--- config.mk ---
export PLATFORM = sky130hd
export DESIGN_NAME = forwarding_hazard_unit
export DESIGN_NICKNAME = d
export VERILOG_FILES = /design/src/rtl/forwarding_hazard_unit.sv
export SDC_FILE = /design/constraint.sdc
export NUM_CORES = 1
export LEC_CHECK = 0
export BUFFER_PORTS_ARGS = -buffer_cell sky130_fd_sc_hd__buf_2
export CAP_MARGIN = 20
export CORE_ASPECT_RATIO = 1.1
export CORE_UTILIZATION = 53
export DETAILED_ROUTE_END_ITERATION = 12
export GPL_TIMING_DRIVEN = 0
export HOLD_SLACK_MARGIN = 0.15
export PLACE_DENSITY = 0.92
export RECOVER_POWER = 25
export SYNTH_ARGS = -nofsm -noshare
export SYNTH_HDL_FRONTEND = slang
export SYNTH_SLANG_ARGS = --single-unit
--- constraint.sdc ---
create_clock -name clk -period 4.9 [get_ports clk]
set_clock_uncertainty 0.15 [all_clocks]
set_input_delay 0.98 -clock clk [delete_from_list [all_inputs] [get_ports clk]]
set_output_delay 0.98 -clock clk [all_outputs]
set_load 0.03 [all_outputs]
--- src/rtl/forwarding_hazard_unit.sv ---
// Forwarding/hazard control for the EX operand muxes: shadow pipeline slots, select codes, load-use stall.
// Optional HAZARD_STATS_EN adds a saturating stall_count output.
module forwarding_hazard_unit #(
  parameter int unsigned REG_ADDR_BITS  = 5,
  parameter int unsigned STALL_CNT_BITS = 16
) (
  input  logic                     clk,
  input  logic                     reset,
  input  logic                     id_valid,
  input  logic [REG_ADDR_BITS-1:0] id_rs,
  input  logic [REG_ADDR_BITS-1:0] id_rt,
  input  logic [REG_ADDR_BITS-1:0] id_dest,
  input  logic                     id_reg_write,
  input  logic                     id_mem_read,
  input  logic                     hold,
  input  logic                     flush,
  output logic                     stall,
  output logic [1:0]               fwd_a_sel,
  output logic [1:0]               fwd_b_sel
`ifdef HAZARD_STATS_EN
  ,
  output logic [STALL_CNT_BITS-1:0] stall_count
`endif
);

  typedef struct packed {
    logic                     valid;
    logic                     reg_write;
    logic                     mem_read;
    logic [REG_ADDR_BITS-1:0] dest;
  } slot_t;

  slot_t                    ex_q, ex_d;
  // MEM keeps only its liveness and dest; the WB slot never affects an output
  // (register file writes on the falling edge), so it is not stored.
  logic                     mem_live_q, mem_live_d;
  logic [REG_ADDR_BITS-1:0] mem_dest_q, mem_dest_d;
  logic [1:0]               fwd_a_sel_q, fwd_a_sel_d;
  logic [1:0]               fwd_b_sel_q, fwd_b_sel_d;
  logic                     ex_live;
  logic                     bubble;

  function automatic logic [1:0] pick_sel(input logic                     ex_hit_live,
                                          input logic [REG_ADDR_BITS-1:0] ex_dest,
                                          input logic                     mem_hit_live,
                                          input logic [REG_ADDR_BITS-1:0] mem_dest,
                                          input logic [REG_ADDR_BITS-1:0] src);
    if (ex_hit_live && (ex_dest == src))
      return 2'b01;
    else if (mem_hit_live && (mem_dest == src))
      return 2'b10;
    else
      return 2'b00;
  endfunction

  always_comb begin
    ex_live = ex_q.valid && ex_q.reg_write && (ex_q.dest != '0);
    stall   = id_valid && ex_live && ex_q.mem_read &&
              ((ex_q.dest == id_rs) || (ex_q.dest == id_rt));
    bubble  = flush || stall || !id_valid;

    ex_d        = ex_q;
    mem_live_d  = mem_live_q;
    mem_dest_d  = mem_dest_q;
    fwd_a_sel_d = fwd_a_sel_q;
    fwd_b_sel_d = fwd_b_sel_q;

    if (!hold) begin
      mem_live_d = ex_live;
      mem_dest_d = ex_q.dest;
      if (bubble) begin
        ex_d        = '0;
        fwd_a_sel_d = 2'b00;
        fwd_b_sel_d = 2'b00;
      end else begin
        ex_d.valid     = 1'b1;
        ex_d.reg_write = id_reg_write;
        ex_d.mem_read  = id_mem_read;
        ex_d.dest      = id_dest;
        fwd_a_sel_d    = pick_sel(ex_live, ex_q.dest, mem_live_q, mem_dest_q, id_rs);
        fwd_b_sel_d    = pick_sel(ex_live, ex_q.dest, mem_live_q, mem_dest_q, id_rt);
      end
    end
  end

  always_ff @(posedge clk) begin
    if (reset) begin
      ex_q        <= '0;
      mem_live_q  <= 1'b0;
      mem_dest_q  <= '0;
      fwd_a_sel_q <= 2'b00;
      fwd_b_sel_q <= 2'b00;
    end else begin
      ex_q        <= ex_d;
      mem_live_q  <= mem_live_d;
      mem_dest_q  <= mem_dest_d;
      fwd_a_sel_q <= fwd_a_sel_d;
      fwd_b_sel_q <= fwd_b_sel_d;
    end
  end

  assign fwd_a_sel = fwd_a_sel_q;
  assign fwd_b_sel = fwd_b_sel_q;

`ifdef HAZARD_STATS_EN
  logic [STALL_CNT_BITS-1:0] stall_count_q, stall_count_d;

  always_comb begin
    stall_count_d = stall_count_q;
    if (stall && !hold && (stall_count_q != '1))
      stall_count_d = stall_count_q + STALL_CNT_BITS'(1);
  end

  always_ff @(posedge clk) begin
    if (reset)
      stall_count_q <= '0;
    else
      stall_count_q <= stall_count_d;
  end

  assign stall_count = stall_count_q;
`endif

endmodule

==> results of run 1 <==
==> logic make-up after synthesis <==
logic type,after synthesis,synth area share
buffers and inverters,5,0.03038
AOI/OAI and AO/OA,16,0.1713
xor gates and xnor gates,20,0.1934
muxes,6,0.06630
and+or+nand+nor,22,0.1409
DFF,18,0.3978
==> metrics by stage <==
step	cells	hold WS, ns
after detailed placement	128	0.3011
after global routing	132	0.3353
after floorplan	87	0.2918
final	132	0.3210
after global placement	128	0.2998
after CTS	132	0.3255
==> how the worst max path moves through the flow <==
stage,from,to,cells past startpoint
floorplan,id_rs[0],stall,6
global placement,id_rs[4],stall,8
detailed placement,id_rs[4],stall,8
CTS,id_rs[4],stall,8
global route,id_rs[4],stall,8
finish,id_rs[4],stall,8
==> Yosys cell counts <==
cell,number
nor3_1,2
nor3_2,2
a2111oi_2,1
nor2b_1,2
nor2_1,8
dfxtp_1,18
inv_1,1
o211ai_1,1
nand2_2,1
nand3_1,4
a211oi_1,1
buf_2,1
nor4_4,1
a22o_1,3
xnor2_1,13
buf_6,1
a32o_1,9
a21oi_2,1
clkbuf_1,2
xor2_1,7
nand2_1,2
mux2i_1,6
==> cell usage in the layout, fill, tap and decap left out <==
master / synthesis / layout
nand3_1: 4 / 4
a2111oi_2: 1 / 1
clkbuf_4: 0 / 3
xor2_1: 7 / 7
a21oi_2: 1 / 1
inv_1: 1 / 1
o211ai_1: 1 / 1
a22o_1: 3 / 3
mux2i_1: 6 / 6
clkbuf_1: 2 / 2
nor4_4: 1 / 1
clkbuf_8: 0 / 1
buf_2: 1 / 25
a32o_1: 9 / 9
dfxtp_1: 18 / 18
buf_6: 1 / 1
a211oi_1: 1 / 1
nor2b_1: 2 / 2
nor3_2: 2 / 2
nor2_1: 8 / 8
nand2_1: 2 / 2
nand2_2: 1 / 1
xnor2_1: 13 / 13
nor3_1: 2 / 2
==> report_power, final <==
| group | internal [mW] | switching [mW] | total (mW) |
|---|---|---|---|
| Sequential | 0.148 | 0.00301 | 0.151 |
| Combinational | 0.0173 | 0.0168 | 0.0341 |
| Clock | 0.0453 | 0.0444 | 0.0897 |
==> layout make-up <==
class                           count  share of cell area
Inverter                            1            0.003464
Multi-Input combinational cell     64              0.4781
Clock buffer                        4             0.03349
Timing Repair Buffer               24              0.1109
Tap cell                           17             0.01963
Sequential cell                    18              0.3326
Buffer                              4             0.02194
==> routing by layer <==
metal / up-vias / track usage
met2: 16 / 0.4438
met1: 366 / 0.2569
met4: 0 / 0.1290
met5: - / 0
li1: 376 / -
met3: 2 / 0.04000
==> worst max-delay path: stages <==
cell	delay, ns
buf_2	0.12
xnor2_1	0.17
nand3_1	0.11
nor3_2	0.25
o211ai_1	0.16
buf_2	0.21
nor2_1	0.09
buf_2	0.20
==> sequential cells by signal, indices dropped and copies added (netlist names) <==
register and cells:
fwd_b_sel 2, mem_live_q 1, mem_dest_q 5, fwd_a_sel 2
ex_q 8
==> results.md, run 1 <==
- Area growth from synthesis to final layout: 19.61%
- Via density: 5.758
- Remaining routing DRC violations: 0
- Core region area: 1577 µm²
- CTS clk-pin slew, worst paths: around 0.1 ns
- Vias in the first global route: 806
- Synth Warn #: 0
- Number of max-cap violations: 0
- Number of clock sinks seen by CTS: 18
- Maximum VDD drop: approximately 170 µV
- Count of cells along the worst register-to-register path: 6
- Count of endpoints failing hold in the final timing report: 0
- Starting utilization of the core area: 0.5746
- Routed metal-1 wirelength: 813 µm
- CP Data Arrival Time: 2.29 ns
- GRT Util Overall: 0.2369
- H-Tree Level Count: 1
- Number of synthesized register bits: 18
- Status: finished, final reports clean
- Overall die width: 41.42 µm
- Area of the multi-input gates: 518.0 µm²
- Worst setup SP type: input pin
- Layout net count: 138
- Site row count: 15
- Required arrival time at the worst endpoint: 3.77 ns
- Clock latency on the worst-skew pair: 0.29 ns
- Antenna Cells: 0
- Worst-case setup slack after placement: 1.483 ns
- Length of routed met2 wiring: 1066 µm
- Number of buffers created by CTS: 3
- Hold worst-path end: fwd_b_sel[0]$_SDFFE_PP0N_
- Post-detail-place hpwl: 1566 µm
- Worst slew margin relative to its limit: 0.6190
- Cell count after synthesis: 87
- Path type of the worst min-delay path: reg -> reg
- Routed wire length per instance: ~15 µm
- Setup violations, final: 0
- Critical register-to-register path startpoint: ex_q[4]$_SDFFE_PP0N_
- Setup repair bufs after CTS: 0
- Leakage power: 0.4459 nW
- Setup TNS after final layout: 0 ns
- Placement-stage cell area: 1047 µm²
- Pin count of the biggest net entering global routing: 11
- Sequential area share after synthesis: 0.3978
- Worst setup path class: in -> out
- PortBufs: 24
- Crit path max fanout: 10
- Count of hold-fix buffers inserted at cts: 0
- Actual slew at the worst max-slew pin: 0.5673 ns
- Worst R2R End: ex_q[3]$_SDFFE_PP0N_
- Drt total wl: 1966 µm
- Final antenna-violating net count: 0
- Total vias in the final route: between 700 and 800
- CTS Root Buffer Type: clkbuf_4
- Net count after synthesis: 109
- Slack of the worst reg-to-reg path: 3.01 ns
- Average footprint of a synthesized cell: 10.41 µm²
- Fill cell instance count of the final layout: 129
- Setup repair after global routing missed its margin: false
- Number of gates given a new drive strength after cts: 0
- Number of antenna violations at the first check in global routing: 0
- Achievable frequency: 292.4 MHz
- Area used by sequential logic in the layout: 360.3 µm²
- Total grt overflow: 0
- Vertical die dimension: ~45 µm
- Final count of pins violating max slew: 0
- Final standard cell area without fillers: 1084 µm²
- Worst path setup slack after routing: 1.480 ns
- Startpoint of the worst hold path: fwd_b_sel[0]$_SDFFE_PP0N_
- Cell type with the highest aggregate area in the netlist: dfxtp_1
- Ranking of synthesized cells by area: dfxtp_1 40%, xnor2_1 13%, a32o_1 9.9%
- Routability congestion estimate: 0.8596
- Hold path cells: 1
- Design Power: 275.2 µW
- Max Used Layer: met4
- Power density cells: 254.0 nW/µm²
- Share of the cycle needed by the critical path after routing: 0.6979
- Finished Core Util: 0.6873
- Share of cells above drive strength 1: 0.3130
- Met3 wire length: ~74 µm
- Number of distinct standard cells referenced by the synthesized netlist: 22
- Post-synth top area share: 0.3978
- First-pass DRT Iterations: 6
- TritonCTS clock tree: yes
- Synthesized cell area: roughly 910 µm²
- Die area: 1879 µm²
- Wire length of the first global-routing pass: 3305 µm
- Setup crit end kind: output port
- Number of buffers on the longest clock path: 2
- I/O pin total: 27
- Violation count after the first detailed-route iteration: 11
- Final critical path time including I/O delays and setup: 3.420 ns
Power figures use the tool's default switching activity.
==> run 2, diff against run 1 <==
--- a/config.mk
+++ b/config.mk
@@ -5,14 +5,15 @@
 export SDC_FILE = /design/constraint.sdc
 export NUM_CORES = 1
 export LEC_CHECK = 0
+export ABC_AREA = 1
 export BUFFER_PORTS_ARGS = -buffer_cell sky130_fd_sc_hd__buf_2
 export CAP_MARGIN = 20
 export CORE_ASPECT_RATIO = 1.1
-export CORE_UTILIZATION = 53
+export CORE_UTILIZATION = 47
 export DETAILED_ROUTE_END_ITERATION = 12
 export GPL_TIMING_DRIVEN = 0
 export HOLD_SLACK_MARGIN = 0.15
-export PLACE_DENSITY = 0.92
+export PLACE_DENSITY = 0.84
 export RECOVER_POWER = 25
 export SYNTH_ARGS = -nofsm -noshare
 export SYNTH_HDL_FRONTEND = slang
==> constraint.sdc (replaced) <==
create_clock -name clk -period 3 [get_ports clk]
set_clock_uncertainty 0.15 [all_clocks]
set_input_delay 0.6 -clock clk [delete_from_list [all_inputs] [get_ports clk]]
set_output_delay 0.6 -clock clk [all_outputs]
set_load 0.03 [all_outputs]
==> run 2 against run 1 <==
Against the previous run:
- final area rose by 19%
- clock power rose by 32%
- non-clock buffer count rose by 2
- synthesized cell count rose by 80%
- via count rose by 41%
- wire length rose by 18%
- die area rose by 37%
- flip-flop and latch count did not move
- critical path depth rose by 2
- cell count rose by 63%
- area after synthesis rose by 23%
- critical path type is now reg -> out
- highest routed layer unchanged
==> results.md, run 2 <==
- Worst setup path class: reg -> out (was in -> out)
- TritonCTS clock tree: yes (unchanged)
- Power density cells: 345.7 nW/µm² (was 254.0 nW/µm²)
- Number of synthesized register bits: 18 (unchanged)
- Cell type with the highest aggregate area in the netlist: dfxtp_1 (unchanged)
- Setup crit end kind: output port (unchanged)
- CTS Root Buffer Type: clkbuf_4 (unchanged)
- Vias in the first global route: 952 (was 806)
- Total vias in the final route: 1071 (was 760)
- PortBufs: 25 (was 24)
- Die area: 2571 µm² (was 1879 µm²)
- Count of hold-fix buffers inserted at cts: 0 (unchanged)
- Number of synthesized flops with an enable pin: 0 (unchanged)
- Top Registers: ex_q: 8 flops, mem_dest_q: 5 flops (unchanged)
- Average footprint of a synthesized cell: 7.101 µm² (was 10.41 µm²)
- Number of distinct standard cells referenced by the synthesized netlist: 20 (was 22)
- Remaining routing DRC violations: 0 (unchanged)
- Slack of the worst reg-to-reg path: 1.36 ns (was 3.01 ns)
- Synth Flop Type: dfxtp_1 (unchanged)
- Violation count after the first detailed-route iteration: 17 (was 11)
- CTS clk-pin slew, worst paths: 0.09 ns (was 0.10 ns)
- Net Sw Frac: 0.2726 (was 0.2335)
- Number of clock sinks seen by CTS: 18 (unchanged)
- Count of endpoints failing hold in the final timing report: 0 (unchanged)
- I/O pin total: 27 (unchanged)
- Share of cells above drive strength 1: 0.3081 (was 0.3130)
- Status: finished, final reports clean (unchanged)
- Net count after synthesis: 179 (was 109)
- CP Data Arrival Time: 1.78 ns (was 2.29 ns)
- Switching power of the nets: 121.7 µW (was 64.27 µW)
- Post-synth top area share: 0.3232 (was 0.3978)
- Fill cell instance count of the final layout: 224 (was 129)
- Worst slew margin relative to its limit: 0.7049 (was 0.6190)
- Finished Core Util: 0.5733 (was 0.6873)
- H-Tree Level Count: 1 (unchanged)
- Final antenna-violating net count: 0 (unchanged)
- Setup TNS after final layout: 0 ns (unchanged)
- Ranking of synthesized cells by area: dfxtp_1 32%, nand2_1 15%, nand3_2 8.1% (was dfxtp_1 40%, xnor2_1 13%, a32o_1 9.9%)
- Wire length of the first global-routing pass: 3898 µm (was 3305 µm)
- Final critical path time including I/O delays and setup: 2.535 ns
- Achievable frequency: around 400 MHz
- Vertical die dimension: 53.08 µm (was 45.36 µm)
- Clock latency on the worst-skew pair: 0.29 ns (about the same)
- Register share of total power: 0.566 (was 0.550)
- Sequential area share after synthesis: 0.3232 (was 0.3978)
- Cell count after synthesis: 157 (was 87)
- Total grt overflow: 0 (unchanged)
- Synth Warn #: 0 (unchanged)
- Number of gates given a new drive strength after cts: 0 (unchanged)
- Drt total wl: 2325 µm (was 1966 µm)
- Actual slew at the worst max-slew pin: 0.4427 ns (was 0.5673 ns)
- Commonest non-fill, non-tap cells in the layout: 46 x nand2_1, 24 x buf_2, 18 x dfxtp_1, 15 x inv_1, 13 x a21oi_1 (was 25 x buf_2, 18 x dfxtp_1, 13 x xnor2_1, 9 x a32o_1, 8 x nor2_1)
- Antenna Cells: 0 (unchanged)
- Startpoint of the worst hold path: fwd_b_sel[1]$_SDFFE_PP0N_ (was fwd_b_sel[0]$_SDFFE_PP0N_)
- Core region area: 2252 µm² (was 1577 µm²)
- Worst setup SP type: register (was input pin)
- Post-detail-place hpwl: 1853 µm (was 1566 µm)
- Via density: 4.981 (was 5.758)
- Ys async rst share: 0 (unchanged)
- Setup repair bufs after CTS: 0 (unchanged)
- Hold path cells: 2 (was 1)
- Setup repair after global routing missed its margin: false (unchanged)
- Ranking of synthesized cells by instance count: 46 x nand2_1, 18 x dfxtp_1, 14 x inv_1 (was 18 x dfxtp_1, 13 x xnor2_1, 9 x a32o_1)
- Final standard cell area without fillers: 1291 µm² (was 1084 µm²)
- Internal cell power: 324.7 µW (was 211.0 µW)
- Register with the most flip-flops: ex_q (unchanged)
- Power share of the combinational group: 0.170 (was 0.124)
- Largest register FFs: 8 (unchanged)
- Required arrival time at the worst endpoint: 2.25 ns (was 3.77 ns)
- Overall die width: 48.44 µm (was 41.42 µm)
- Placement-stage cell area: 1277 µm² (was 1047 µm²)
- Hold slack: 0.3265 ns (was 0.3210 ns)
- Commonest non-fill, non-tap cell in the layout: nand2_1 (was buf_2)
- Crit path max fanout: 10 (unchanged)
- GRT Util Overall: 0.1950 (was 0.2369)
- First-pass DRT Iterations: 4 (was 6)
- Clk pwr share: 0.264 (was 0.326)
- Site row count: 18 (was 15)
- Maximum VDD drop: 295.3 µV (was 166.2 µV)
- Number of buffers on the longest clock path: 2 (unchanged)
- Pin count of the biggest net entering global routing: 11 (unchanged)
- Design Power: 446.4 µW (was 275.2 µW)
- Number of max-cap violations: 0 (unchanged)
- Share of the cycle needed by the critical path after routing: 0.8449
- Path type of the worst min-delay path: reg -> reg (unchanged)
- Final count of pins violating max slew: 0 (unchanged)
- Most numerous cell in the Yosys netlist: nand2_1 (was dfxtp_1)
- Critical register-to-register path startpoint: ex_q[0]$_SDFFE_PP0N_ (was ex_q[4]$_SDFFE_PP0N_)
- Routed wire length per instance: 10.81 µm (was 14.89 µm)
- Number of buffers created by CTS: 3 (unchanged)
- Hold worst-path end: fwd_b_sel[1]$_SDFFE_PP0N_ (was fwd_b_sel[0]$_SDFFE_PP0N_)
- Routability congestion estimate: 0.8292 (was 0.8596)
- Starting utilization of the core area: 0.4950 (was 0.5746)
- Synthesized cell area: 1115 µm² (was 905.9 µm²)
- Area growth from synthesis to final layout: 15.83% (was 19.61%)
- Worst R2R End: ex_q[2]$_SDFFE_PP0N_ (was ex_q[3]$_SDFFE_PP0N_)
- Layout net count: 209 (was 138)
- Leakage power: 0.5694 nW (was 0.4459 nW)
- Number of antenna violations at the first check in global routing: 0 (unchanged)
- Count of cells along the worst register-to-register path: 10 (was 6)
- Setup violations, final: 0 (unchanged)
## run 2: cell types whose count changed in the layout (fill, tap and decap cells not counted), moves of 4 or more
cell     previous run  this run
a21oi_1             0        13
a21oi_2             1         9
a32o_1              9         0
inv_1               1        15
inv_2               0         4
mux2i_1             6         0
nand2_1             2        46
nand3_2             0         9
o21ai_0             0         8
xnor2_1            13         2
## run 2: cells by family (layout without fill, tap and decap cells)
| logic type | Yosys count | count (layout) | share of synthesized area |
|---|---|---|---|
| xor gates and xnor gates | 7 | 7 | 0.05500 |
| AOI/OAI and AO/OA | 30 | 30 | 0.1650 |
| buffers and inverters | 24 | 52 | 0.1178 |
| DFF | 18 | 18 | 0.3232 |
| and+or+nand+nor | 78 | 78 | 0.3390 |
## run 2: worst max path at each step
stage	endpoint	cells past startpoint	slack (ns)	start
floorplan	stall	9	0.93	id_rt[0]
global placement	stall	11	0.62	id_rs[0]
detailed placement	stall	11	0.60	id_rs[0]
CTS	stall	10	0.50	ex_q[0]$_SDFFE_PP0N_
global route	stall	10	0.36	ex_q[0]$_SDFFE_PP0N_
finish	stall	10	0.47	ex_q[0]$_SDFFE_PP0N_
## run 2: worst max-delay path, stage by stage, from the launching register on
cell and delay, ns:
dfxtp_1 0.43, inv_1 0.12, nand2_1 0.08, nand2_1 0.05, nor2_1 0.12, nand3_1 0.13, nand2_1 0.10, nand2_2 0.09
buf_12 0.16, inv_2 0.04, buf_2 0.18
## run 2: cell type report
type                       instances  area (µm²)  share of cell area
inverter                          19       71.32             0.05523
buffer                             5       52.55             0.04070
tap                               30       37.54             0.02907
sequential                        18       360.3              0.2791
multi-input combinational        115       623.1              0.4826
timing repair buffer              25       123.9             0.09593
clock buffer                       3       22.52             0.01744
## run 2: per-stage QoR
step / cells / worst slack, ns
2_1_floorplan: 157 / 0.9271
3_3_place_gp: 212 / 0.6169
3_5_place_dp: 212 / 0.5971
4_1_cts: 215 / 0.5017
5_1_grt: 215 / 0.3638
6_report: 215 / 0.4652
## run 2: power groups by stage
stage / Combinational, mW / Sequential [mW] / Clock (mW)
3_3_place_gp: 0.0743 / 0.258 / 0
4_1_cts: 0.0775 / 0.252 / 0.122
6_report: 0.0759 / 0.253 / 0.118
5_1_grt: 0.0854 / 0.254 / 0.130
2_1_floorplan: 0.0497 / 0.256 / 0
3_5_place_dp: 0.0773 / 0.258 / 0
## run 2: layer usage
| layer | vias to the layer above | routed length, µm | track usage |
|---|---|---|---|
| li1 | 555 | - | - |
| met2 | 34 | 1105 | 0.3662 |
| met4 | 0 | 42 | 0.08824 |
| met1 | 477 | 1050 | 0.2276 |
| met5 | - | 0 | 0 |
| met3 | 5 | 127 | 0.01724 |
==> run 3, diff against run 2 <==
--- a/config.mk
+++ b/config.mk
@@ -9,11 +9,11 @@
 export BUFFER_PORTS_ARGS = -buffer_cell sky130_fd_sc_hd__buf_2
 export CAP_MARGIN = 20
 export CORE_ASPECT_RATIO = 1.1
-export CORE_UTILIZATION = 47
+export CORE_UTILIZATION = 52
 export DETAILED_ROUTE_END_ITERATION = 12
 export GPL_TIMING_DRIVEN = 0
 export HOLD_SLACK_MARGIN = 0.15
-export PLACE_DENSITY = 0.84
+export PLACE_DENSITY = 0.88
 export RECOVER_POWER = 25
 export SYNTH_ARGS = -nofsm -noshare
 export SYNTH_HDL_FRONTEND = slang
==> constraint.sdc (replaced) <==
create_clock -name clk -period 2.4 [get_ports clk]
set_clock_uncertainty 0.15 [all_clocks]
set_input_delay 0.48 -clock clk [delete_from_list [all_inputs] [get_ports clk]]
set_output_delay 0.48 -clock clk [all_outputs]
set_load 0.03 [all_outputs]
==> run 3 against run 2 <==
Against the previous run:
- register-to-register slack worse by 0.46 ns
- hold slack worse by 0.056 ns
- sequential share of layout area up 0.10 points
- clock power rose by 58%
- combinational power rose by 25%
- final area increased by 1.4%
- critical path depth did not move
- core utilization is 7.4 points higher
- die area down 9.3%
- largest power group unchanged
==> results.md, run 3 (synthesis gave the netlist of run 2 again) <==
- Hold slack: 0.2700 ns (was 0.3265 ns)
- Total vias in the final route: 1083 (was 1071)
- Number of buffers created by CTS: 3 (unchanged)
- CP Data Arrival Time: 1.65 ns (was 1.78 ns)
- PortBufs: 25 (unchanged)
- Top Registers: ex_q: 8 flops, mem_dest_q: 5 flops (unchanged)
- Vertical die dimension: 50.56 µm (was 53.08 µm)
- Number of antenna violations at the first check in global routing: 0 (unchanged)
- Remaining routing DRC violations: 0 (unchanged)
- Achievable frequency: 438.2 MHz
- Final antenna-violating net count: 0 (unchanged)
- Final critical path time including I/O delays and setup: 2.282 ns
- Drt total wl: 2404 µm (was 2325 µm)
- Worst slew margin relative to its limit: 0.7196 (was 0.7049)
- Number of max-cap violations: 0 (unchanged)
- CTS Root Buffer Type: clkbuf_4 (unchanged)
- Count of endpoints failing hold in the final timing report: 0 (unchanged)
- Number of clock sinks seen by CTS: 18 (unchanged)
- Setup TNS after final layout: 0 ns (unchanged)
- H-Tree Level Count: 1 (unchanged)
- Maximum VDD drop: 389.0 µV (was 295.3 µV)
- Finished Core Util: 0.6477 (was 0.5733)
- Setup repair bufs after CTS: 0 (unchanged)
- Commonest non-fill, non-tap cells in the layout: 46 x nand2_1, 24 x buf_2, 14 x inv_1, 13 x a21oi_1, 13 x dfxtp_1 (was 46 x nand2_1, 24 x buf_2, 18 x dfxtp_1, 15 x inv_1, 13 x a21oi_1)
- Register with the most flip-flops: ex_q (unchanged)
- Post-detail-place hpwl: 1918 µm (was 1853 µm)
- Via density: 5.061 (was 4.981)
- Global routing's busiest layer: met2 (unchanged)
- Path type of the worst min-delay path: in -> reg (was reg -> reg)
- Status: finished, final reports clean (unchanged)
- Slack of the worst reg-to-reg path: 0.90 ns (was 1.36 ns)
- Largest register FFs: 8 (unchanged)
- Final standard cell area without fillers: 1309 µm² (was 1291 µm²)
- First-pass DRT Iterations: 4 (unchanged)
- Setup repair after global routing missed its margin: false (unchanged)
- Worst-case setup slack after placement: 0.2461 ns (was 0.5971 ns)
- Count of cells along the worst register-to-register path: 10 (unchanged)
- Met3 routing resource usage after global routing: 0.02878 (was 0.01724)
- Hold worst-path end: ex_q[0]$_SDFFE_PP0N_ (was fwd_b_sel[1]$_SDFFE_PP0N_)
- Actual slew at the worst max-slew pin: 0.4206 ns (was 0.4427 ns)
- Number of buffers on the longest clock path: 2 (unchanged)
- Antenna Cells: 0 (unchanged)
- Share of cells above drive strength 1: 0.3441 (was 0.3081)
- Hold path cells: 3 (was 2)
- Commonest non-fill, non-tap cell in the layout: nand2_1 (unchanged)
- I/O pin total: 27 (unchanged)
- Violation count after the first detailed-route iteration: 22 (was 17)
- CTS clk-pin slew, worst paths: 0.10 ns (was 0.09 ns)
- Routability congestion estimate: 0.8526 (was 0.8292)
- Total grt overflow: 0 (unchanged)
- Total placed cells including tap cells: 210 (was 212)
- Overall die width: 46.15 µm (was 48.44 µm)
- Placement-stage cell area: 1275 µm² (was 1277 µm²)
- Global routing usage on met1: 0.2650 (was 0.2276)
- Setup crit end kind: output port (unchanged)
- Power density cells: 456.5 nW/µm² (was 345.7 nW/µm²)
- Share of the cycle needed by the critical path after routing: 0.9508
- Critical register-to-register path startpoint: ex_q[0]$_SDFFE_PP0N_ (unchanged)
- Required arrival time at the worst endpoint: 1.77 ns (was 2.25 ns)
- GRT Util Overall: 0.2313 (was 0.1950)
- Final count of pins violating max slew: 0 (unchanged)
- Worst setup path class: reg -> out (unchanged)
- Area growth from synthesis to final layout: 17.40% (was 15.83%)
- Layout net count: 209 (unchanged)
- Starting utilization of the core area: 0.5517 (was 0.4950)
- Non-filler instance count after layout: 214 (was 215)
- Pin count of the biggest net entering global routing: 11 (unchanged)
- Setup violations, final: 0 (unchanged)
- TritonCTS clock tree: yes (unchanged)
- Crit path max fanout: 10 (unchanged)
- Routed wire length per instance: 11.23 µm (was 10.81 µm)
- Vias in the first global route: 986 (was 952)
- Met2 track demand over resource: 0.4178 (was 0.3662)
- Worst R2R End: ex_q[3]$_SDFFE_PP0N_ (was ex_q[2]$_SDFFE_PP0N_)
- Leakage power: 0.5793 nW (was 0.5694 nW)
- Startpoint of the worst hold path: id_dest[0] (was fwd_b_sel[1]$_SDFFE_PP0N_)
- Worst path setup slack after routing: 0.1180 ns (was 0.4652 ns)
- Design Power: 597.5 µW (was 446.4 µW)
- Wire length of the first global-routing pass: 3967 µm (was 3898 µm)
- Core region area: 2021 µm² (was 2252 µm²)
- First element of the critical path: ex_q[0]$_SDFFE_PP0N_ (unchanged)
- Clock latency on the worst-skew pair: 0.30 ns (was 0.29 ns)
- Worst setup SP type: register (unchanged)
- Site row count: 17 (was 18)
- Die area: 2333 µm² (was 2571 µm²)
## run 3: changes by cell type in the layout (fill, tap and decap cells not counted), sizes merged
| cell | change |
|---|---|
| clkbuf | +1 |
## run 3: cell type report
type | count | area, µm²
sequential | 18 | 366.6
buffer | 5 | 52.55
inverter | 19 | 71.32
tap | 28 | 35.03
timing repair buffer | 25 | 123.9
clock buffer | 4 | 36.28
fill | 187 | 711.9
multi-input combinational | 115 | 623.1
## run 3: worst max-delay path, stage by stage (launching register included)
cell,delay (ns)
dfxtp_2,0.39
inv_2,0.06
nand2_1,0.06
nand2_1,0.05
nor2_1,0.11
nand3_1,0.12
nand2_1,0.10
nand2_2,0.09
buf_12,0.16
inv_2,0.04
buf_2,0.18
## run 3: timing repair
| item | 4_1_cts | 5_1_grt |
|---|---|---|
| setup endpoints to repair | 0 | 1 |
| resized for setup | 0 | 5 |
| hold buffers | 0 | 0 |
## run 3: how the worst max path moves through the flow
stage	end	slack [ns]	cells after the start
6_report	stall	0.12	10
3_5_place_dp	stall	0.25	11
5_1_grt	stall	0.01	10
2_1_floorplan	stall	0.57	9
3_3_place_gp	stall	0.26	11
4_1_cts	stall	0.05	10
## run 3: power by group
| part | switching (mW) | internal, mW | total, mW |
|---|---|---|---|
| sequential | 0.00841 | 0.308 | 0.316 |
| clock | 0.0937 | 0.0926 | 0.186 |
| combinational | 0.0550 | 0.0401 | 0.0951 |
## run 3: layer usage
metal  vias up  part of all wire
li1        554                 -
met2        41              0.50
met5         -                 0
met4         0             0.016
met1       481              0.42
met3         7             0.062
